$ cat config.mk
export PLATFORM = sky130hd
export DESIGN_NAME = config_loader
export DESIGN_NICKNAME = d
export VERILOG_FILES = /design/src/rtl/config_loader.sv
export SDC_FILE = /design/constraint.sdc
export NUM_CORES = 1
export LEC_CHECK = 0
export CORE_ASPECT_RATIO = 1.2
export CORE_MARGIN = 2
export CORE_UTILIZATION = 43
export DETAILED_ROUTE_END_ITERATION = 7
export PLACE_DENSITY_LB_ADDON = 0.25
export SETUP_SLACK_MARGIN = 0.2
export SLEW_MARGIN = 40
export SYNTH_ARGS = -nofsm -noshare
export SYNTH_HDL_FRONTEND = slang
export SYNTH_SLANG_ARGS = --single-unit
$ cat constraint.sdc
create_clock -name config_clock -period 2.1 [get_ports config_clock]
set_input_delay 0.315 -clock config_clock [delete_from_list [all_inputs] [get_ports config_clock]]
set_output_delay 0.315 -clock config_clock [all_outputs]
set_load 0.05 [all_outputs]
$ cat src/rtl/config_loader.sv
// Configuration chain loader: takes host words and shifts them MSB-first
// into a serial configuration chain. It collects the previous chain contents
// from the chain tail as readback words while it shifts.
//
// state | meaning
// IDLE  | waiting for start
// LOAD  | word_ready high, waiting for the next host word
// SHIFT | one chain bit per cycle from the word register
// DONE  | full chain written, holds until the next start
module config_loader #(
  parameter int CHAIN_LENGTH = 96,
  parameter int WORD_WIDTH   = 8
) (
  input  logic                  config_clock,
  input  logic                  config_nreset,
  input  logic                  start,
  input  logic                  abort,
  input  logic                  word_valid,
  input  logic [WORD_WIDTH-1:0] word_data,
  output logic                  word_ready,
  output logic                  chain_data,
  output logic                  chain_enable,
  input  logic                  chain_tail,
  output logic [WORD_WIDTH-1:0] rb_data,
  output logic                  rb_valid,
  output logic                  busy,
  output logic                  done
);

  localparam int CW = $clog2(CHAIN_LENGTH + 1);
  localparam int IW = $clog2(WORD_WIDTH + 1);

  typedef enum logic [1:0] {IDLE, LOAD, SHIFT, DONE} state_t;

  state_t                state;
  logic                  shifting;
  logic [WORD_WIDTH-1:0] sreg;
  logic [WORD_WIDTH-1:0] rb_col;
  logic [CW-1:0]         bit_cnt;
  logic [IW-1:0]         bit_idx;
  logic [WORD_WIDTH-1:0] rb_next;
  logic                  last_bit;
  logic                  word_end;

  // Abort or reset removes the enable in the same cycle. This stops the chain
  // from taking a bit that the loader then drops.
  assign chain_enable = shifting & ~abort & config_nreset;
  assign chain_data   = chain_enable & sreg[WORD_WIDTH-1];

  assign rb_next  = {rb_col[WORD_WIDTH-2:0], chain_tail};
  assign last_bit = (bit_cnt == CW'(CHAIN_LENGTH - 1));
  assign word_end = (bit_idx == IW'(WORD_WIDTH - 1));

  // Sequencer: state, registered status outputs, shift and readback datapath.
  always_ff @(posedge config_clock) begin
    if (!config_nreset) begin
      state      <= IDLE;
      word_ready <= 1'b0;
      shifting   <= 1'b0;
      busy       <= 1'b0;
      done       <= 1'b0;
      rb_valid   <= 1'b0;
      rb_data    <= '0;
      rb_col     <= '0;
      sreg       <= '0;
      bit_cnt    <= '0;
      bit_idx    <= '0;
    end else begin
      rb_valid <= 1'b0;
      case (state)
        IDLE, DONE: begin
          if (start && !abort) begin
            state      <= LOAD;
            word_ready <= 1'b1;
            busy       <= 1'b1;
            done       <= 1'b0;
            bit_cnt    <= '0;
            bit_idx    <= '0;
            rb_col     <= '0;
          end
        end
        LOAD: begin
          if (abort) begin
            state      <= IDLE;
            word_ready <= 1'b0;
            busy       <= 1'b0;
          end else if (word_valid) begin
            state      <= SHIFT;
            sreg       <= word_data;
            word_ready <= 1'b0;
            shifting   <= 1'b1;
          end
        end
        SHIFT: begin
          if (abort) begin
            state    <= IDLE;
            shifting <= 1'b0;
            busy     <= 1'b0;
          end else begin
            sreg    <= {sreg[WORD_WIDTH-2:0], 1'b0};
            rb_col  <= rb_next;
            bit_cnt <= bit_cnt + 1'b1;
            bit_idx <= bit_idx + 1'b1;
            if (last_bit) begin
              // A short final word is left-aligned so its first bit sits at the MSB.
              state    <= DONE;
              shifting <= 1'b0;
              busy     <= 1'b0;
              done     <= 1'b1;
              rb_valid <= 1'b1;
              rb_data  <= rb_next << (IW'(WORD_WIDTH - 1) - bit_idx);
            end else if (word_end) begin
              state      <= LOAD;
              shifting   <= 1'b0;
              word_ready <= 1'b1;
              bit_idx    <= '0;
              rb_col     <= '0;
              rb_valid   <= 1'b1;
              rb_data    <= rb_next;
            end
          end
        end
        default: state <= IDLE;
      endcase
    end
  end

endmodule

== After elaboration in Yosys (flattened, before gate mapping) ==
Cells that the tools add are included.
Storage, ports and cells
  register bits: 41
  word-level logic and storage cells: 102
  output and inout port bits: 14
  input bits: 14
Operators by class
  add/subtract/negate cells: 3
  reductions and logical operators: 16
  bitwise operators: 6
  shift operators: 1
  eq/ne operators: 16
  muxes and demuxes: 49
Operator list (number)
  7-bit two-way mux: 6
  8-bit two-way mux: 5
  7-bit case mux with 2 select lines: 2
  1-bit two-way mux: 19
  4-bit two-way mux: 4
  2-bit inequality test, second input constant: 8
  8-bit case mux with 2 select lines: 1
  2-bit two-way mux: 6
  3-bit AND reduction: 4
  4-bit AND reduction: 3
  4-bit case mux with 2 select lines: 1
  8-bit by 4-bit << shifter with 8-bit output: 1
  7-bit by 1-bit adder with 7-bit output, second input constant: 1
  7-bit equality test, second input constant: 1
  3-bit inequality test, second input constant: 2
  1-bit case mux with 3 select lines: 2
  2-bit case mux with 3 select lines: 1
  2-bit nonzero test: 3
  5-bit AND reduction: 1
  4-bit by 1-bit adder with 4-bit output, second input constant: 1
  2-bit equality test, second input constant: 2
  4-bit by 3-bit equality test with 1-bit output, second input constant: 1
  4-bit inequality test, second input constant: 1
  1-bit case mux with 2 select lines: 2
  other kinds (9): 13

== Logic depth before layout (Yosys ltp) ==
Gate-level depths: netlist of run 1.
  depth after elaboration: 5
  mapped depth: 9
  gate-level depth less buffers: 6

== Least setup slack after synthesis of run 1 ==
Ideal clock, no wire load.
  kind: input to output
  start: input port abort
  end: output port chain_data
  data required time: 1785 ps
  data arrival time: 2446 ps
  setup slack: -661 ps
  stages on the path: 4
  path through: buf_2 clkbuf_1 nor3b_1 and2_1
Between the ends
  longest elaborated chain between the ends: 4
RTL lines
  start, declared: RTL line 17  | input logic abort,
  1-bit NOT (no source line)
  1-bit bitwise AND (2 in series): RTL line 47  | assign chain_enable = shifting & ~abort & config_nreset;
  named net chain_enable: RTL line 22  | output logic chain_enable,
  1-bit bitwise AND: RTL line 48  | assign chain_data = chain_enable & sreg[WORD_WIDTH-1];
  end, declared: RTL line 21  | output logic chain_data,
The timed path passes the listed nets, and every way through them passes these cells.

== Worst setup path after layout of run 1 ==
  start: input port config_nreset
  end: output port chain_data
Between the ends
  longest elaborated chain between the ends: 2
RTL lines
  start, declared: RTL line 15  | input logic config_nreset,
  1-bit bitwise AND: RTL line 47
  1-bit bitwise AND: RTL line 48
No other way between the ends.

==> run metrics, run 1 <==
RSZ-0062 raised after global routing no; Final setup violation count 0; EDFF count, synth 0; R2R Path End sreg[7]; total core area 4940 um2; # diodes 0; clock buffer depth 2; die area 5700 um2; Area contributors post-synth dfxtp_1, mux2i_1, nor2_1; chip height 82.3 um; # Post-CTS Setup Buffers 0; status complete, no violations; Clock power frac 39.0%; switching share of power 25.8%; Leak 0.923 nW; setup_tns 0 ns; Root Driver clkbuf_8; Setup crit end chain_data; maximum vdd drop 0.363 mV; gpl congestion 0.881; Synth Register Bits 41; Power, Total 1.94 mW; GR Util All Layers 18.9%; PD cells 710 nW/um2; pre-CTS setup slack 0.120 ns; largest net degree at the start of global routing 27; Synth top cells by count dfxtp_1, nor2_1, mux2i_1, a21oi_1, o21ai_0; CP Max Fanout 2; initial drt markers 60; initial antenna violation count 0; Final Core Density 55.3%; Port Buffers 27; vias per cell 5.85; Mapped Nets 267; Clock Sink Count 41; Net Switching 0.500 mW; placed inst area 2590 um2; reg-to-reg setup timing slack 0.32 ns; Synth cell types 48; Critical Path RT 1.78 ns; Max-Cap Viols 0; most frequent cell after synthesis dfxtp_1; CTS tree built; DR pass1 iterations 4; sequential fraction of the synthesis area 37.4%; Worst setup SP type input port; Layout Nets 297; row count 28; Post-Syn Instances 249; DIE WIDTH 69.3 um; biggest area consumer among synthesized cells dfxtp_1; critical path class in2out; worst setup path start config_nreset; vias in the first global route 1865; number of gates resized after cts 2; arrival time of the worst setup path 1.54 ns; Syn Area/Cell 8.82 um2; CTS clock-pin slew for the worst setup and hold paths 0.08 ns; Congestion Overflow GR 0; Fin. Hold Viols 0; combinational share of power 18.1%; I/O pin cnt 28; vias 1988; Final Slew Violations 0; internal power 1.44 mW; Least-Margin Pin Slew 0.503 ns; first-pass GRT wire length 8.60 mm; post-route cell area 2730 um2; hold_buf cts 0; Synth Warn # 0; CP Capture Type output port; Initial Util 44.5%; Num CTS Buffers 5; layout cells sized above 1 13.6%; Crit Reg-Reg Startpoint state[1]; Fmax achieved 540 MHz; htree depth 2; fraction of registers with async set/reset 0%; WL/cell 15.6 um; Final period util 88.2%; post-route ant nets 0; worst r2r path cells 7; Max-slew headroom 66.3%; top-area cell type share of the netlist area 37.4%; Seq pwr share 42.9%; dominant synthesized flop cell dfxtp_1; hold crit path type reg2reg; DR DRC count 0; clk_skew 0.0123 ns; worst-skew pair later-pin latency 0.30 ns; DP Wirelength 3.66 mm; Post-Route WL 5.29 mm; Layout area overhead 24.4%; setup slack after layout 0.249 ns; synthesized cell area 2200 um2; Final Critical Period 1.85 ns
==> how the worst min path moves through the flow <==
stage / from / to / slack [ns] / cells past startpoint
after floorplan: sreg[0] / sreg[0] / 0.45 / 2
after global routing: rb_data[0] / rb_data[0] / 0.50 / 2
after CTS: rb_data[0] / rb_data[0] / 0.47 / 2
final: rb_data[0] / rb_data[0] / 0.47 / 2
after global placement: done / done / 0.45 / 2
after detailed placement: rb_data[0] / rb_data[0] / 0.46 / 2
==> flip-flops by register name, indices dropped and copies added (netlist names) <==
signal      flops
rb_col          7
shifting        1
bit_cnt         7
state           2
word_ready      1
busy            1
bit_idx         4
sreg            8
done            1
rb_data         8
rb_valid        1
==> logic make-up (layout without fill, tap and decap cells) <==
kind of cell / after synthesis / count (layout) / share of synthesized area [%]
muxes: 24 / 24 / 11.2
and+or+nand+nor: 80 / 80 / 19.6
buffers and inverters: 24 / 55 / 5.30
DFF: 41 / 41 / 37.4
AOI/OAI and AO/OA: 71 / 71 / 22.3
adders and majority gates: 4 / 4 / 2.28
xor gates and xnor gates: 5 / 5 / 1.99
==> cell usage in the layout, fill, tap and decap left out, types with 3 or more instances in the layout <==
| cell | n |
|---|---|
| dfxtp_1 | 41 |
| o31ai_1 | 7 |
| nand2_1 | 11 |
| a211oi_1 | 9 |
| a32oi_1 | 10 |
| nand2b_1 | 3 |
| xnor2_1 | 5 |
| mux2i_1 | 22 |
| a21oi_1 | 14 |
| nor2b_1 | 3 |
| nor4_1 | 4 |
| nand3_1 | 9 |
| inv_1 | 5 |
| nor2_1 | 29 |
| o21ai_0 | 14 |
| buf_4 | 14 |
| clkdlybuf4s50_1 | 24 |
| ha_1 | 3 |
| clkbuf_8 | 5 |
| o211ai_1 | 3 |
==> routing by layer <==
| layer | vias to the layer above | wire length [um] | GRT usage, % |
|---|---|---|---|
| li1 | 987 | - | - |
| met1 | 946 | 2210 | 20.5 |
| met2 | 44 | 2730 | 35.0 |
| met3 | 11 | 230 | 4.25 |
| met4 | 0 | 112 | 9.41 |
| met5 | - | 0 | 0 |
==> power by group through the flow <==
stage	Sequential, mW	Combinational (mW)	Clock, mW
2_1_floorplan	0.889	0.195	0
3_3_place_gp	0.850	0.336	0
3_5_place_dp	0.853	0.337	0
4_1_cts	0.834	0.341	0.771
5_1_grt	0.839	0.380	0.808
6_report	0.833	0.352	0.756
==> worst max-delay path: stages <==
cell	delay (ns)
clkdlybuf4s50_1	0.48
clkinv_1	0.14
nor3b_4	0.28
and2_4	0.19
buf_12	0.13
==> final cells by class <==
type	instances	area, um2
Clock inverter	3	65.1
Multi-Input combinational cell	184	1290
Sequential cell	41	821
Clock buffer	5	68.8
Fill cell	465	2210
Tap cell	60	75.1
Inverter	6	22.5
Timing Repair Buffer	41	394
==> metrics by stage <==
step           std cells  hold slack [ns]
4_1_cts              340            0.474
5_1_grt              340            0.497
3_5_place_dp         332            0.461
3_3_place_gp         332            0.450
6_report             340            0.470
2_1_floorplan        249            0.449
Power figures use the tool's default switching activity.
==> run 2: changes to the inputs <==
==> constraint.sdc (replaced) <==
create_clock -name config_clock -period 2.1 [get_ports config_clock]
set_input_delay 0.315 -clock config_clock [delete_from_list [all_inputs] [get_ports config_clock]]
set_output_delay 0.315 -clock config_clock [all_outputs]
set_load 0.1 [all_outputs]
==> run 2 against run 1 <==
Clock-buffer cell count is 2 higher. Cell area is 0.87% lower. Critical path depth stayed put. Critical endpoint unchanged. Clock skew is 0.0019 ns lower. Flip-flop and latch count stayed put. Clock power is 26% lower. Sequential power hardly changed. Sequential share of layout area is 0.26 points higher. Worst setup slack better by 0.075 ns. Die area stayed put. Highest routed layer unchanged. Global-route usage is 1.1 points higher. Fmax is 4.2% higher.
==> run metrics, run 2 (synthesized netlist as in run 1, its figures left out) <==
vias in the first global route 1963 (+5.3%); Max-slew headroom 67.6% (+1.3 points); crit-path max cell delay 0.50 ns (+0.02 ns); DR pass1 iterations 4 (unchanged); commonest non-fill, non-tap cell in the layout dfxtp_1; combinational share of power 22.7% (+4.6 points); vias 1999 (+0.55%); clock buffer depth 2 (unchanged); hold crit path type reg2reg; htree depth 2 (unchanged); Power, Total 1.80 mW (-7.2%); Initial Util 44.5% (unchanged); CP Max Fanout 2 (unchanged); Layout Nets 302 (+1.7%); CTS tree built; Congestion Overflow GR 0 (unchanged); GR Util All Layers 19.9% (+1.1 points); top flop regs rb_data x8, sreg x8; gpl congestion 0.882 (about the same); CTS clock-pin slew for the worst setup and hold paths 0.07 ns (about the same); Final period util 84.6% (-3.6 points); initial antenna violation count 0 (unchanged); Final Slew Violations 0 (unchanged); Port Buffers 27 (unchanged); post-route ant nets 0 (unchanged); setup slack after layout 0.324 ns (+0.0749 ns); DR WL met3 196 um (-15%); uppermost layer routed met4; I/O pin cnt 28 (unchanged); wire length on met2 2.64 mm (-3.5%); Clock power frac 31.1% (-7.9 points); Final Critical Period 1.78 ns (-0.0749 ns); CP Capture Type output port; clk_skew 0.0104 ns (-0.00193 ns); WL/cell 15.3 um (-1.5%); row count 28 (unchanged); # diodes 0 (unchanged); hold wc startpoint done; total core area 4940 um2 (unchanged); Worst setup SP type input port; flip-flop and latch area 821 um2 (unchanged); status complete, no violations; maximum vdd drop 0.369 mV (+1.9%); crit-path cells clkdlybuf4s50_1, inv_2, nor3b_4, and2_4, buf_12; DP Wirelength 3.75 mm (+2.6%); chip height 82.3 um (unchanged); Leak 0.959 nW (+3.9%); Crit Reg-Reg Startpoint state[0]; met1 wire length 2.36 mm (+6.8%); PD cells 665 nW/um2 (-6.4%); Seq pwr share 46.2% (+3.3 points); Clock Sink Count 41 (unchanged); worst setup path start config_nreset; Fin. Hold Viols 0 (unchanged); Fmax achieved 563 MHz (+4.2%); die area 5700 um2 (unchanged); vias per cell 5.79 (-0.90%); post-route cell area 2710 um2 (-0.87%); layout cells sized above 1 19.3% (+5.7 points); Crit-path slowest cell clkdlybuf4s50_1; commonest cells after routing, fill and taps aside dfxtp_1, buf_4, nor2_1; filler cell count 478 (+2.8%); switching share of power 29.3% (+3.5 points); Least-Margin Pin Slew 0.484 ns (-0.0194 ns); arrival time of the worst setup path 1.46 ns (-0.08 ns); RSZ-0062 raised after global routing no; pre-CTS setup slack 0.0386 ns (-0.0810 ns); Final setup violation count 0 (unchanged); internal power 1.28 mW (-12%); Critical Path RT 1.78 ns (about the same); Layout area overhead 23.3%; Net Switching 0.527 mW (+5.4%); Max-Cap Viols 0 (unchanged); Num CTS Buffers 5 (unchanged); critical path class in2out; initial drt markers 97 (+62%); Final Core Density 54.9% (-0.48 points); Root Driver clkbuf_8; Fin Hold WS 0.475 ns (+0.00543 ns); footprint of the multi-input gates 1280 um2 (-0.19%); largest net degree at the start of global routing 27 (unchanged); placed inst area 2580 um2 (-0.29%); worst-skew pair later-pin latency 0.29 ns (about the same); first-pass GRT wire length 9.09 mm (+5.6%); DR DRC count 0 (unchanged); DIE WIDTH 69.3 um (unchanged); Post-Route WL 5.28 mm (about the same)
run 2: per-layer routing:
metal | track usage, % | vias to the layer above
li1 | - | 1000
met1 | 22.5 | 949
met2 | 37.1 | 43
met3 | 4.25 | 7
met4 | 7.84 | 0
met5 | 0 | -
run 2: timing repair:
action                     in CTS  in global routing
hold buffers                    0                  0
resized for setup               1                  4
setup endpoints to repair       1                 22
pin swaps                       0                  1
setup buffers                   0                  2
run 2: power groups by stage:
stage,clock (mW),sequential (mW),combinational (mW)
3_3_place_gp,0,0.851,0.385
3_5_place_dp,0,0.852,0.386
6_report,0.560,0.833,0.409
2_1_floorplan,0,0.932,0.202
4_1_cts,0.580,0.834,0.388
5_1_grt,0.598,0.839,0.442
run 2: stage by stage:
stage	instances	TNS [ns]
after detailed placement	335	0
after floorplan	249	-0.139
final	345	0
after CTS	343	0
after global placement	335	0
after global routing	345	0
run 2: area by class of cell:
| class | instances | share of cell area [%] |
|---|---|---|
| multi-input cells | 184 | 47.4 |
| well taps | 60 | 2.77 |
| inverters | 6 | 0.831 |
| clock inverters | 1 | 0.185 |
| flip-flops and latches | 41 | 30.3 |
| clock buffers | 7 | 3.55 |
| repair buffers | 46 | 15.0 |
run 2: critical path: cells and delay by family:
kind | cells | cell delay (ns)
simple gates | 2 | 0.43
buf+inv | 3 | 0.72
run 2: worst paths after layout:
| path | endpoint | slack [ns] | cells after the start |
|---|---|---|---|
| worst max-delay path | chain_data | 0.32 | 5 |
| worst min-delay path | done | 0.48 | 2 |
| worst min register to register | done | 0.48 | 2 |
| worst max register to register | bit_cnt[4] | 0.34 | 7 |
